$ cat src/rtl/uart_line_arbiter.sv
// Round-robin, line-atomic sharing of one uart_tx among NREQ byte streams; a grant is held until LF.
// Optional idle-grant watchdog compiled in with UART_ARB_TIMEOUT_EN (timeout_pulse tied 0 otherwise).
module uart_line_arbiter #(
  parameter int NREQ    = 4,
  parameter int TIMEOUT = 48000
) (
  input  logic              clk_48,
  input  logic              reset,
  input  logic [NREQ*8-1:0] req_data,
  input  logic [NREQ-1:0]   req_valid,
  output logic [NREQ-1:0]   req_ready,
  output logic [NREQ-1:0]   grant,
  output logic [7:0]        uart_data,
  output logic              uart_strobe,
  input  logic              uart_ready,
  output logic              timeout_pulse
);

  localparam int LW = $clog2(NREQ);

  typedef enum logic {S_IDLE, S_LOCK} state_t;

  state_t          r_state;
  logic [LW-1:0]   r_last;
  logic [LW-1:0]   r_owner;
  logic [NREQ-1:0] r_grant;
  logic [NREQ-1:0] r_ready;
  logic [7:0]      r_data;
  logic            r_strobe;

  logic [LW-1:0]   w_pick_idx;
  logic            w_pick_vld;
  logic [7:0]      w_own_dat;
  logic            w_own_vld;
  logic            w_accept;

  // Scan downward so the nearest requester after r_last is the final (winning) assignment.
  always_comb begin
    w_pick_idx = '0;
    w_pick_vld = 1'b0;
    for (int k = NREQ; k >= 1; k--) begin
      if (req_valid[(int'(r_last) + k) % NREQ]) begin
        w_pick_idx = LW'((int'(r_last) + k) % NREQ);
        w_pick_vld = 1'b1;
      end
    end
  end

  assign w_own_dat = req_data[{r_owner, 3'b000} +: 8];
  assign w_own_vld = req_valid[r_owner];
  // The strobe term blocks a second load before uart_tx has had a cycle to drop uart_ready.
  assign w_accept  = (r_state == S_LOCK) && w_own_vld && uart_ready && !r_strobe;

`ifdef UART_ARB_TIMEOUT_EN
  localparam int TW = $clog2(TIMEOUT + 1);
  logic [TW-1:0] r_tmo_cnt;
  logic          r_tmo_pulse;
  logic          w_tmo_hit;
  assign w_tmo_hit = (r_tmo_cnt == TW'(TIMEOUT));
`endif

  always_ff @(posedge clk_48) begin
    if (reset) begin
      r_state  <= S_IDLE;
      r_last   <= LW'(NREQ - 1);
      r_owner  <= '0;
      r_grant  <= '0;
      r_ready  <= '0;
      r_data   <= 8'h00;
      r_strobe <= 1'b0;
`ifdef UART_ARB_TIMEOUT_EN
      r_tmo_cnt   <= '0;
      r_tmo_pulse <= 1'b0;
`endif
    end else begin
      r_strobe <= 1'b0;
      r_ready  <= '0;
`ifdef UART_ARB_TIMEOUT_EN
      r_tmo_pulse <= 1'b0;
`endif
      case (r_state)
        S_IDLE: begin
`ifdef UART_ARB_TIMEOUT_EN
          r_tmo_cnt <= '0;
`endif
          if (w_pick_vld) begin
            r_grant             <= '0;
            r_grant[w_pick_idx] <= 1'b1;
            r_owner             <= w_pick_idx;
            r_state             <= S_LOCK;
          end
        end
        S_LOCK: begin
          if (w_accept) begin
            r_data           <= w_own_dat;
            r_strobe         <= 1'b1;
            r_ready[r_owner] <= 1'b1;
            if (w_own_dat == 8'h0A) begin
              r_grant <= '0;
              r_last  <= r_owner;
              r_state <= S_IDLE;
            end
          end
`ifdef UART_ARB_TIMEOUT_EN
          if (w_own_vld) begin
            r_tmo_cnt <= '0;
          end else if (w_tmo_hit) begin
            r_tmo_cnt   <= '0;
            r_tmo_pulse <= 1'b1;
            r_grant     <= '0;
            r_last      <= r_owner;
            r_state     <= S_IDLE;
          end else begin
            r_tmo_cnt <= r_tmo_cnt + TW'(1);
          end
`endif
        end
        default: r_state <= S_IDLE;
      endcase
    end
  end

  assign grant       = r_grant;
  assign req_ready   = r_ready;
  assign uart_data   = r_data;
  assign uart_strobe = r_strobe;
`ifdef UART_ARB_TIMEOUT_EN
  assign timeout_pulse = r_tmo_pulse;
`else
  assign timeout_pulse = 1'b0;
`endif

endmodule

$ cat config.mk
export PLATFORM = sky130hd
export DESIGN_NAME = uart_line_arbiter
export DESIGN_NICKNAME = d
export VERILOG_FILES = /design/src/rtl/uart_line_arbiter.sv
export SDC_FILE = /design/constraint.sdc
export NUM_CORES = 1
export LEC_CHECK = 0
export ABC_AREA = 1
export ABC_CLOCK_PERIOD_IN_PS = 2100
export CAP_MARGIN = 20
export CORE_AREA = 2 2 71 53
export DETAILED_ROUTE_END_ITERATION = 10
export DIE_AREA = 0 0 73 55
export PLACE_DENSITY = 0.87
export SYNTH_ARGS = -nofsm -noshare
export SYNTH_HDL_FRONTEND = slang
export SYNTH_SLANG_ARGS = --single-unit
$ cat constraint.sdc
create_clock -name clk_48 -period 2.1 [get_ports clk_48]
set_input_delay 0.315 -clock clk_48 [delete_from_list [all_inputs] [get_ports clk_48]]
set_output_delay 0.315 -clock clk_48 [all_outputs]
set_load 0.02 [all_outputs]
==> impl_metrics.ini, run 1 <==
[global_routing]
grt_max_degree = 17
busiest_layer = met2
antenna_found_initial = 0
grt_usage_pct = 19.5
global_route.usage.met3_pct = 5.25
use_met1_pct = 27.0
grt_pass1_vias = 1305
met2_usage_pct = 31.2
grt_pass1_wl_um = 5920
overflow = 0

[die]
die_h_um = 55
io_pins = 57
die_width_um = 73
core_mm2 = 0.00336
num_rows = 18
dieArea_mm2 = 0.00402
initial_core_util_pct = 38.9

[synth]
synth_area_per_cell_um2 = 5.99
synth_seq_cells = 22
synth_area_leaders = dfxtp_1, nand2_1, nand3_1
post-synth-top-area-fraction_pct = 33.7
synth_fp_nets = 257
seq_area_frac_synth_pct = 33.7
syn_area_mm2 = 0.00131
ys_types = 21
yosysWarnings = 0
synth_top_area_cell = dfxtp_1
syn_inst = 218

[pwr]
p_seq_share_pct = 39.9
power_density_mw_per_mm2 = 584
leakagePower_nw = 0.963
net-switching-power_w = 0.000307
clockPowerShare_pct = 34.7
p_comb_share_pct = 25.4
vdd_drop_max_mv = 0.373
p_int_w = 0.000829
p_sw_share_pct = 27.0

[setup_path]
cpPeakStageDelay_ps = 410
cpMostUsedCell = nand2_1
worstReg2RegStart = r_owner[0]$_SDFFE_PP0P_
timing_worst_setup_path_type = reg2reg
crit_arrival_ps = 2010
critPathLaunchType = register
r2r_setup_slack_ps = 230
r2r_end = r_last[0]$_SDFFE_PP1P_
setup.worst_path.start = r_owner[0]$_SDFFE_PP0P_
endpoint_kind = register
path_cells = inv_2 -> nor2_1 -> nand2_1 -> nand2_1 -> nor2_1 -> nand2_1 -> nor2_2 -> nand2_4 -> nand2_1 -> o211ai_2
critPathRequiredTime_ps = 2240
cpMaxStageDelayCell = dfxtp_1
critPathMaxFanout = 16
r2r_cells = 10

[final_layout]
area_growth_pct = 48.9
final_cells = 311
nets = 311
layout-drive-gt1-share_pct = 5.17
diodes = 0

[outcome]
status = finished clean

[hold_path]
holdCritStartpoint = uart_data[3]$_SDFFE_PP0P_
hold_class = reg2reg
whs_path_depth = 2
min_to = uart_data[3]$_SDFFE_PP0P_

[timing]
rsz0062_at_grt = false
setup_tns_ps = 0
period_share_pct = 89.3
finalHoldViolCount = 0
drv_slew = 0
fin_crit_ps = 1870
final-setup-viol-count = 0
timing.fmax_mhz = 534
clock_skew_ps = 4.88

[cts]
cts_resized = 0
cts_tree = done
clk_pin_slew_ps = 80
htree_levels = 1
root_buffer = clkbuf_8
ctsHoldBuffers = 0
numCtsBuffers = 3
clockBufferDepth = 2
clock_sinks = 22
postCtsSetupBuffers = 0
clock_latency_ps = 260

[placed_design]
place_congestion = 0.859
dp_cells = 307
port_buffers = 55
hpwl_um = 2910

[flow_run]
cap_violations = 0

[route]
drt_wl_total_um = 3800
drtIter0Drc = 131
vias_per_cell = 4.97
drc = 0
detail-route-antenna-nets = 0
num_vias = 1547
avgRoutedWirePerCell_um = 12.2
drt_first_pass_iters = 4
-- stage by stage --
| step | setup WS [ps] | hold slack, ps | total power [W] | area (um^2) | utilization, % |
|---|---|---|---|---|---|
| floorplan | 686 | 504 | 0.000612 | 1310 | - |
| global placement | 217 | 459 | 0.000743 | 1870 | 55.8 |
| detailed placement | 166 | 473 | 0.000746 | 1870 | 55.8 |
| CTS | 252 | 490 | 0.00114 | 1940 | 57.9 |
| global route | 99.5 | 509 | 0.00119 | 1940 | 57.9 |
| finish | 226 | 480 | 0.00114 | 1940 | 57.9 |
-- area by class of cell --
class | instances | area, um^2
clock inverters | 1 | 30.0
fillers | 315 | 1410
inverters | 18 | 67.6
flip-flops and latches | 22 | 440
clock buffers | 3 | 41.3
repair buffers | 58 | 573
well taps | 40 | 50.0
multi-input cells | 169 | 742
-- routing by layer --
layer / wire (um) / up-vias
met5: 0 / -
met4: 0 / 0
met3: 270 / 0
met2: 1690 / 60
met1: 1840 / 685
li1: - / 802
-- power by group through the flow --
stage	registers [W]	logic, W	clock network [W]
after floorplan	0.000476	0.000137	0
after global placement	0.000463	0.000281	0
after detailed placement	0.000463	0.000284	0
after CTS	0.000454	0.000288	0.000398
after global routing	0.000457	0.000319	0.000417
final	0.000454	0.000288	0.000394
-- Yosys cell counts --
cell,number
a21boi_0,1
a21oi_1,14
a31oi_1,1
and2_1,1
buf_2,3
buf_4,3
buf_6,1
clkbuf_1,2
conb_1,1
dfxtp_1,22
inv_1,16
inv_2,2
nand2_1,94
nand2_4,1
nand3_1,23
nand4_1,2
nor2_1,13
nor2_2,2
nor3_1,3
o211ai_2,2
o21ai_0,11
-- kinds of logic after synthesis --
logic type             synth area share, %
AND/OR/NAND/NOR                       44.0
buffers and inverters                 9.48
AO/OA/AOI/OAI                         12.5
flip-flops                            33.7
other                                0.287
-- placed cells by master (no fill, tap or decap) --
cell type and instances:
a21boi_0 1, nor2_2 2, conb_1 1, nand2_4 1, nand2_1 94, a31oi_1 1
inv_1 16, o211ai_2 2, nand3_1 23, bufinv_16 1, clkbuf_8 3, clkdlybuf4s50_1 55
nor2_1 13, dfxtp_1 22, and2_1 1, o21ai_0 11, a21oi_1 14, nor3_1 3
inv_2 2, nand4_1 2, buf_4 3
-- worst max-delay path by stage --
stage                     slack (ps)                 endpoint  depth (start not counted)
after floorplan                  690   r_last[1]$_SDFFE_PP1P_                         10
after global placement           220    grant[1]$_SDFFE_PP0P_                         11
after detailed placement         170  r_owner[0]$_SDFFE_PP0P_                         10
after CTS                        250   r_last[0]$_SDFFE_PP1P_                         10
after global routing             100    grant[0]$_SDFFE_PP0P_                         10
final                            230   r_last[0]$_SDFFE_PP1P_                         10
-- state kept, by name, indices dropped and copies added (netlist names) --
| register | count |
|---|---|
| r_owner | 2 |
| req_ready | 4 |
| uart_strobe | 1 |
| r_last | 2 |
| uart_data | 8 |
| grant | 4 |
| r_state | 1 |
-- critical path: cells and delay by family, from the launching register on --
family | cells | cell delay (ps)
simple gates | 8 | 990
flops | 1 | 410
buf+inv | 1 | 270
compound gates | 1 | 70
Note: power is estimated with default switching activity, not from simulation.
==> run 2, diff against run 1 <==
--- a/config.mk
+++ b/config.mk
@@ -6,7 +6,7 @@
 export NUM_CORES = 1
 export LEC_CHECK = 0
 export ABC_AREA = 1
-export ABC_CLOCK_PERIOD_IN_PS = 2100
+export ABC_CLOCK_PERIOD_IN_PS = 2290
 export CAP_MARGIN = 20
 export CORE_AREA = 2 2 71 53
 export DETAILED_ROUTE_END_ITERATION = 10
==> constraint.sdc (replaced) <==
create_clock -name clk_48 -period 2.29 [get_ports clk_48]
set_input_delay 0.3435 -clock clk_48 [delete_from_list [all_inputs] [get_ports clk_48]]
set_output_delay 0.3435 -clock clk_48 [all_outputs]
set_load 0.02 [all_outputs]
==> run 2 against run 1 <==
Effect of this change: via count fell by 3.0%; global-route usage fell by 0.33 points; clock-buffer cell count is the same; cell area fell by 0.39%; flip-flop and latch count unchanged; maximum frequency decreased by 0.28%; first-iteration DRC count rose by 19%; combinational power is 9.0% lower; register-to-register slack better by 180 ps; sequential power is 8.1% lower.
==> impl_metrics.ini, run 2 (synthesis gave the netlist of run 1 again) <==
[timing]
fin_crit_ps = 1880
clock_skew_ps = 4.89
setup_tns_ps = 0
finalHoldViolCount = 0
worst_hold_slack_ps = 475
timing.fmax_mhz = 532
period_share_pct = 82.1
drv_slew = 0
rsz0062_at_grt = false
final-setup-viol-count = 0

[cts]
postCtsSetupBuffers = 0
ctsHoldBuffers = 0
numCtsBuffers = 3
clockBufferDepth = 2
clock_sinks = 22
clk_pin_slew_ps = 80
root_buffer = clkbuf_8
cts_tree = done
clock_latency_ps = 260
cts_resized = 0
htree_levels = 1

[final_layout]
fillers = 324
final_util_pct = 57.7
final_common_cell = nand2_1
area_growth_pct = 48.3
largest_register_ffs = 8
diodes = 0
layout-drive-gt1-share_pct = 4.81
final_cell_mix = nand2_1, clkdlybuf4s50_1, nand3_1
multi_input_area_um2 = 742
nets = 310
register_area_um2 = 440

[placed_design]
hpwl_um = 2870
port_buffers = 55
place_congestion = 0.935

[route]
drtIter0Drc = 156
drc = 0
avgRoutedWirePerCell_um = 12.0
drt_wl_total_um = 3730
drt_first_pass_iters = 4
detail-route-antenna-nets = 0
num_vias = 1500
vias_per_cell = 4.84

[global_routing]
grt_pass1_wl_um = 5800
antenna_found_initial = 0
grt_pass1_vias = 1252
grt_usage_pct = 19.2
overflow = 0
grt_max_degree = 17

[die]
die_h_um = 55
num_rows = 18
initial_core_util_pct = 38.9
dieArea_mm2 = 0.00402
core_mm2 = 0.00336
io_pins = 57
die_width_um = 73

[setup_path]
r2r_setup_slack_ps = 410
critPathLaunchType = register
critPathMaxFanout = 12
worstReg2RegStart = r_owner[1]$_SDFFE_PP0P_
critPathRequiredTime_ps = 2430
setup.worst_path.start = r_owner[1]$_SDFFE_PP0P_
endpoint_kind = register
crit_end = r_last[1]$_SDFFE_PP1P_
timing_worst_setup_path_type = reg2reg
r2r_end = r_last[1]$_SDFFE_PP1P_
crit_arrival_ps = 2020
r2r_cells = 9

[hold_path]
hold_class = reg2reg

[pwr]
leakagePower_nw = 0.957
total_power_w = 0.00104
vdd_drop_max_mv = 0.338
power_density_mw_per_mm2 = 537

[outcome]
status = finished clean

[flow_run]
cap_violations = 0
run 2: cell types whose count changed in the layout (fill, tap and decap cells not counted):
| cell | change |
|---|---|
| buf_4 | -1 |
run 2: worst max-delay path: stages (launching register included):
cell and delay, ps:
dfxtp_1 570, nor2_1 220, nand2_1 100, nand2_1 50
nor2_1 230, nand2_1 120, nor2_2 180, nand2_4 110
nand2_1 90, o211ai_2 70
run 2: power by group:
part           switching (W)  internal, W
clock               0.000128     0.000234
combinational       0.000138     0.000124
sequential         0.0000160     0.000401
total               0.000282     0.000758
run 2: worst min path at each step:
| stage | end | slack [ps] | from | depth (start not counted) |
|---|---|---|---|---|
| final | uart_data[3]$_SDFFE_PP0P_ | 470 | uart_data[3]$_SDFFE_PP0P_ | 2 |
| after global routing | uart_data[3]$_SDFFE_PP0P_ | 500 | uart_data[3]$_SDFFE_PP0P_ | 2 |
| after CTS | uart_data[3]$_SDFFE_PP0P_ | 480 | uart_data[3]$_SDFFE_PP0P_ | 2 |
| after detailed placement | uart_data[3]$_SDFFE_PP0P_ | 460 | uart_data[3]$_SDFFE_PP0P_ | 2 |
| after global placement | uart_data[3]$_SDFFE_PP0P_ | 460 | uart_data[3]$_SDFFE_PP0P_ | 2 |
| after floorplan | req_ready[3]$_SDFF_PP0_ | 500 | r_owner[0]$_SDFFE_PP0P_ | 2 |
run 2: routing by layer:
metal | GRT usage, % | share of wire [%] | vias to the layer above
li1 | - | - | 796
met1 | 28.5 | 48 | 643
met2 | 27.5 | 43 | 59
met3 | 4.89 | 8.5 | 2
met4 | 4.32 | 0.27 | 0
met5 | 0 | 0 | -
run 2: metrics by stage:
stage	cells	area, um^2	setup WS, ps
floorplan	218	1310	876
global placement	306	1870	347
detailed placement	306	1870	299
CTS	310	1940	442
global route	310	1940	191
finish	310	1940	410
run 2: final cells by class:
cell class | instances | area share (%)
clock buffers | 3 | 2.13
clock inverters | 1 | 1.55
inverters | 18 | 3.49
multi-input cells | 169 | 38.3
flip-flops and latches | 22 | 22.7
well taps | 40 | 2.58
repair buffers | 57 | 29.2
==> run 3, diff against run 2 <==
--- a/config.mk
+++ b/config.mk
@@ -6,7 +6,7 @@
 export NUM_CORES = 1
 export LEC_CHECK = 0
 export ABC_AREA = 1
-export ABC_CLOCK_PERIOD_IN_PS = 2290
+export ABC_CLOCK_PERIOD_IN_PS = 1900
 export CAP_MARGIN = 20
 export CORE_AREA = 2 2 71 53
 export DETAILED_ROUTE_END_ITERATION = 10
==> constraint.sdc (replaced) <==
create_clock -name clk_48 -period 1.9 [get_ports clk_48]
set_input_delay 0.285 -clock clk_48 [delete_from_list [all_inputs] [get_ports clk_48]]
set_output_delay 0.285 -clock clk_48 [all_outputs]
set_load 0.02 [all_outputs]
==> run 3 against run 2 <==
Effect of this change: global-route usage decreased by 0.56 points; sequential share of layout area shrank 0.33 points; utilization rose by 1.0 points; clock skew barely moved; first-iteration DRC count shrank 11%; die area unchanged; sequential power rose by 20%; cell area grew 1.7%; non-clock buffer count grew 4; maximum frequency increased by 8.5%; critical path depth increased by 2; largest cell class unchanged.
==> impl_metrics.ini, run 3 (synthesis gave the netlist of run 1 again) <==
[setup_path]
timing_worst_setup_path_type = reg2reg
setup.worst_path.start = r_owner[0]$_SDFFE_PP0P_
crit_arrival_ps = 1870
cpPeakStageDelay_ps = 380
critPathRequiredTime_ps = 2040
critPathMaxFanout = 10
endpoint_kind = register
path_cells = buf_4 -> nand2_1 -> inv_1 -> nand2_1 -> nand2_1 -> nor2_2 -> nand2_1 -> nor2_2 -> nand2_4 -> nand2_1 -> o211ai_2
cpMostUsedCell = nand2_1
critPathLaunchType = register
worstReg2RegStart = r_owner[0]$_SDFFE_PP0P_
cpMaxStageDelayCell = dfxtp_1

[cts]
htree_levels = 1
clockBufferDepth = 2
clk_pin_slew_ps = 80
clock_sinks = 22
clock_latency_ps = 260
postCtsSetupBuffers = 0
numCtsBuffers = 3
cts_tree = done
root_buffer = clkbuf_8

[global_routing]
grt_pass1_wl_um = 5640
antenna_found_initial = 0
grt_pass1_vias = 1235
grt_max_degree = 15
grt_usage_pct = 18.6
overflow = 0

[route]
drt_wl_total_um = 3760
drt_first_pass_iters = 4
drtIter0Drc = 139
drc = 0
num_vias = 1547
vias_per_cell = 4.93
avgRoutedWirePerCell_um = 12.0
detail-route-antenna-nets = 0

[pwr]
p_seq_share_pct = 39.5
net-switching-power_w = 0.000342
p_comb_share_pct = 26.0
power_density_mw_per_mm2 = 642
clockPowerShare_pct = 34.5
leakagePower_nw = 0.976
p_sw_share_pct = 27.0
p_int_w = 0.000922
vdd_drop_max_mv = 0.707

[hold_path]
hold_class = reg2reg
holdCritStartpoint = uart_data[3]$_SDFFE_PP0P_

[final_layout]
layout-drive-gt1-share_pct = 6.93
area_growth_pct = 50.9
largest_register_ffs = 8
final_common_cell = nand2_1
nets = 314
fillers = 306
final_cell_mix = nand2_1, clkdlybuf4s50_1, nand3_1
diodes = 0

[die]
initial_core_util_pct = 38.9
die_h_um = 55
dieArea_mm2 = 0.00402
io_pins = 57
die_width_um = 73
core_mm2 = 0.00336
num_rows = 18

[timing]
final-setup-viol-count = 0
rsz0062_at_grt = false
period_share_pct = 91.2
timing.fmax_mhz = 577
setup_slack_ps = 167
drv_slew = 0
clock_skew_ps = 4.89
finalHoldViolCount = 0
setup_tns_ps = 0
fin_crit_ps = 1730

[outcome]
status = finished clean

[placed_design]
port_buffers = 55
hpwl_um = 2930
place_congestion = 0.888
preCtsSetupSlack_ps = -27.5

[flow_run]
cap_violations = 0
-- run 3: cell types whose count changed in the layout (fill, tap and decap cells not counted), sizes merged --
cell / change
buf: +4
-- run 3: critical path: cells and delay by family, from the launching register on --
kind                   cells  cell delay (ps)
and+or+nand+nor            8              860
DFF                        1              380
buffers and inverters      2              280
AOI/OAI and AO/OA          1               70
-- run 3: area by class of cell --
type	count	area [um^2]	area share, %
Inverter	18	67.6	3.43
Clock buffer	3	41.3	2.10
Sequential cell	22	442	22.4
Multi-Input combinational cell	169	744	37.8
Clock inverter	1	30.0	1.52
Tap cell	40	50.0	2.54
Timing Repair Buffer	61	596	30.2
-- run 3: routing by layer --
layer  GRT usage [%]  vias up  share of wire [%]
met4            2.16        0               0.19
met1            27.8      688                 50
met5               0        -                  0
li1                -      807                  -
met2            27.3       50                 43
met3            4.89        2                6.9
-- run 3: final timing paths --
path,to,slack [ps],cells after the start
worst max-delay path,r_last[1]$_SDFFE_PP1P_,170,11
worst min-delay path,uart_data[3]$_SDFFE_PP0P_,480,2
worst max register to register,r_last[1]$_SDFFE_PP1P_,170,11
worst min register to register,uart_data[3]$_SDFFE_PP0P_,480,2
-- run 3: power groups by stage --
| stage | clock, W | combinational (W) | sequential [W] |
|---|---|---|---|
| floorplan | 0 | 0.000151 | 0.000526 |
| CTS | 0.000439 | 0.000326 | 0.000499 |
| global placement | 0 | 0.000318 | 0.000510 |
| finish | 0.000436 | 0.000329 | 0.000500 |
| global route | 0.000460 | 0.000360 | 0.000503 |
| detailed placement | 0 | 0.000323 | 0.000510 |
-- run 3: per-stage QoR --
stage                     hold WS, ps  power [W]  instances  instance area [um^2]  util (%)
after detailed placement          458   0.000832        310                  1900      56.5
final                             482    0.00126        314                  1970      58.7
after global routing              501    0.00132        314                  1970      58.7
after global placement            459   0.000828        310                  1900      56.5
after floorplan                   504   0.000677        218                  1310         -
after CTS                         479    0.00126        314                  1970      58.6
-- run 3: timing repair --
item | 4_1_cts | 5_1_grt
endpoints found under the setup margin | 0 | 6
hold endpoints to repair | 0 | 0
resized for setup | 0 | 2
hold buffers | 0 | 0
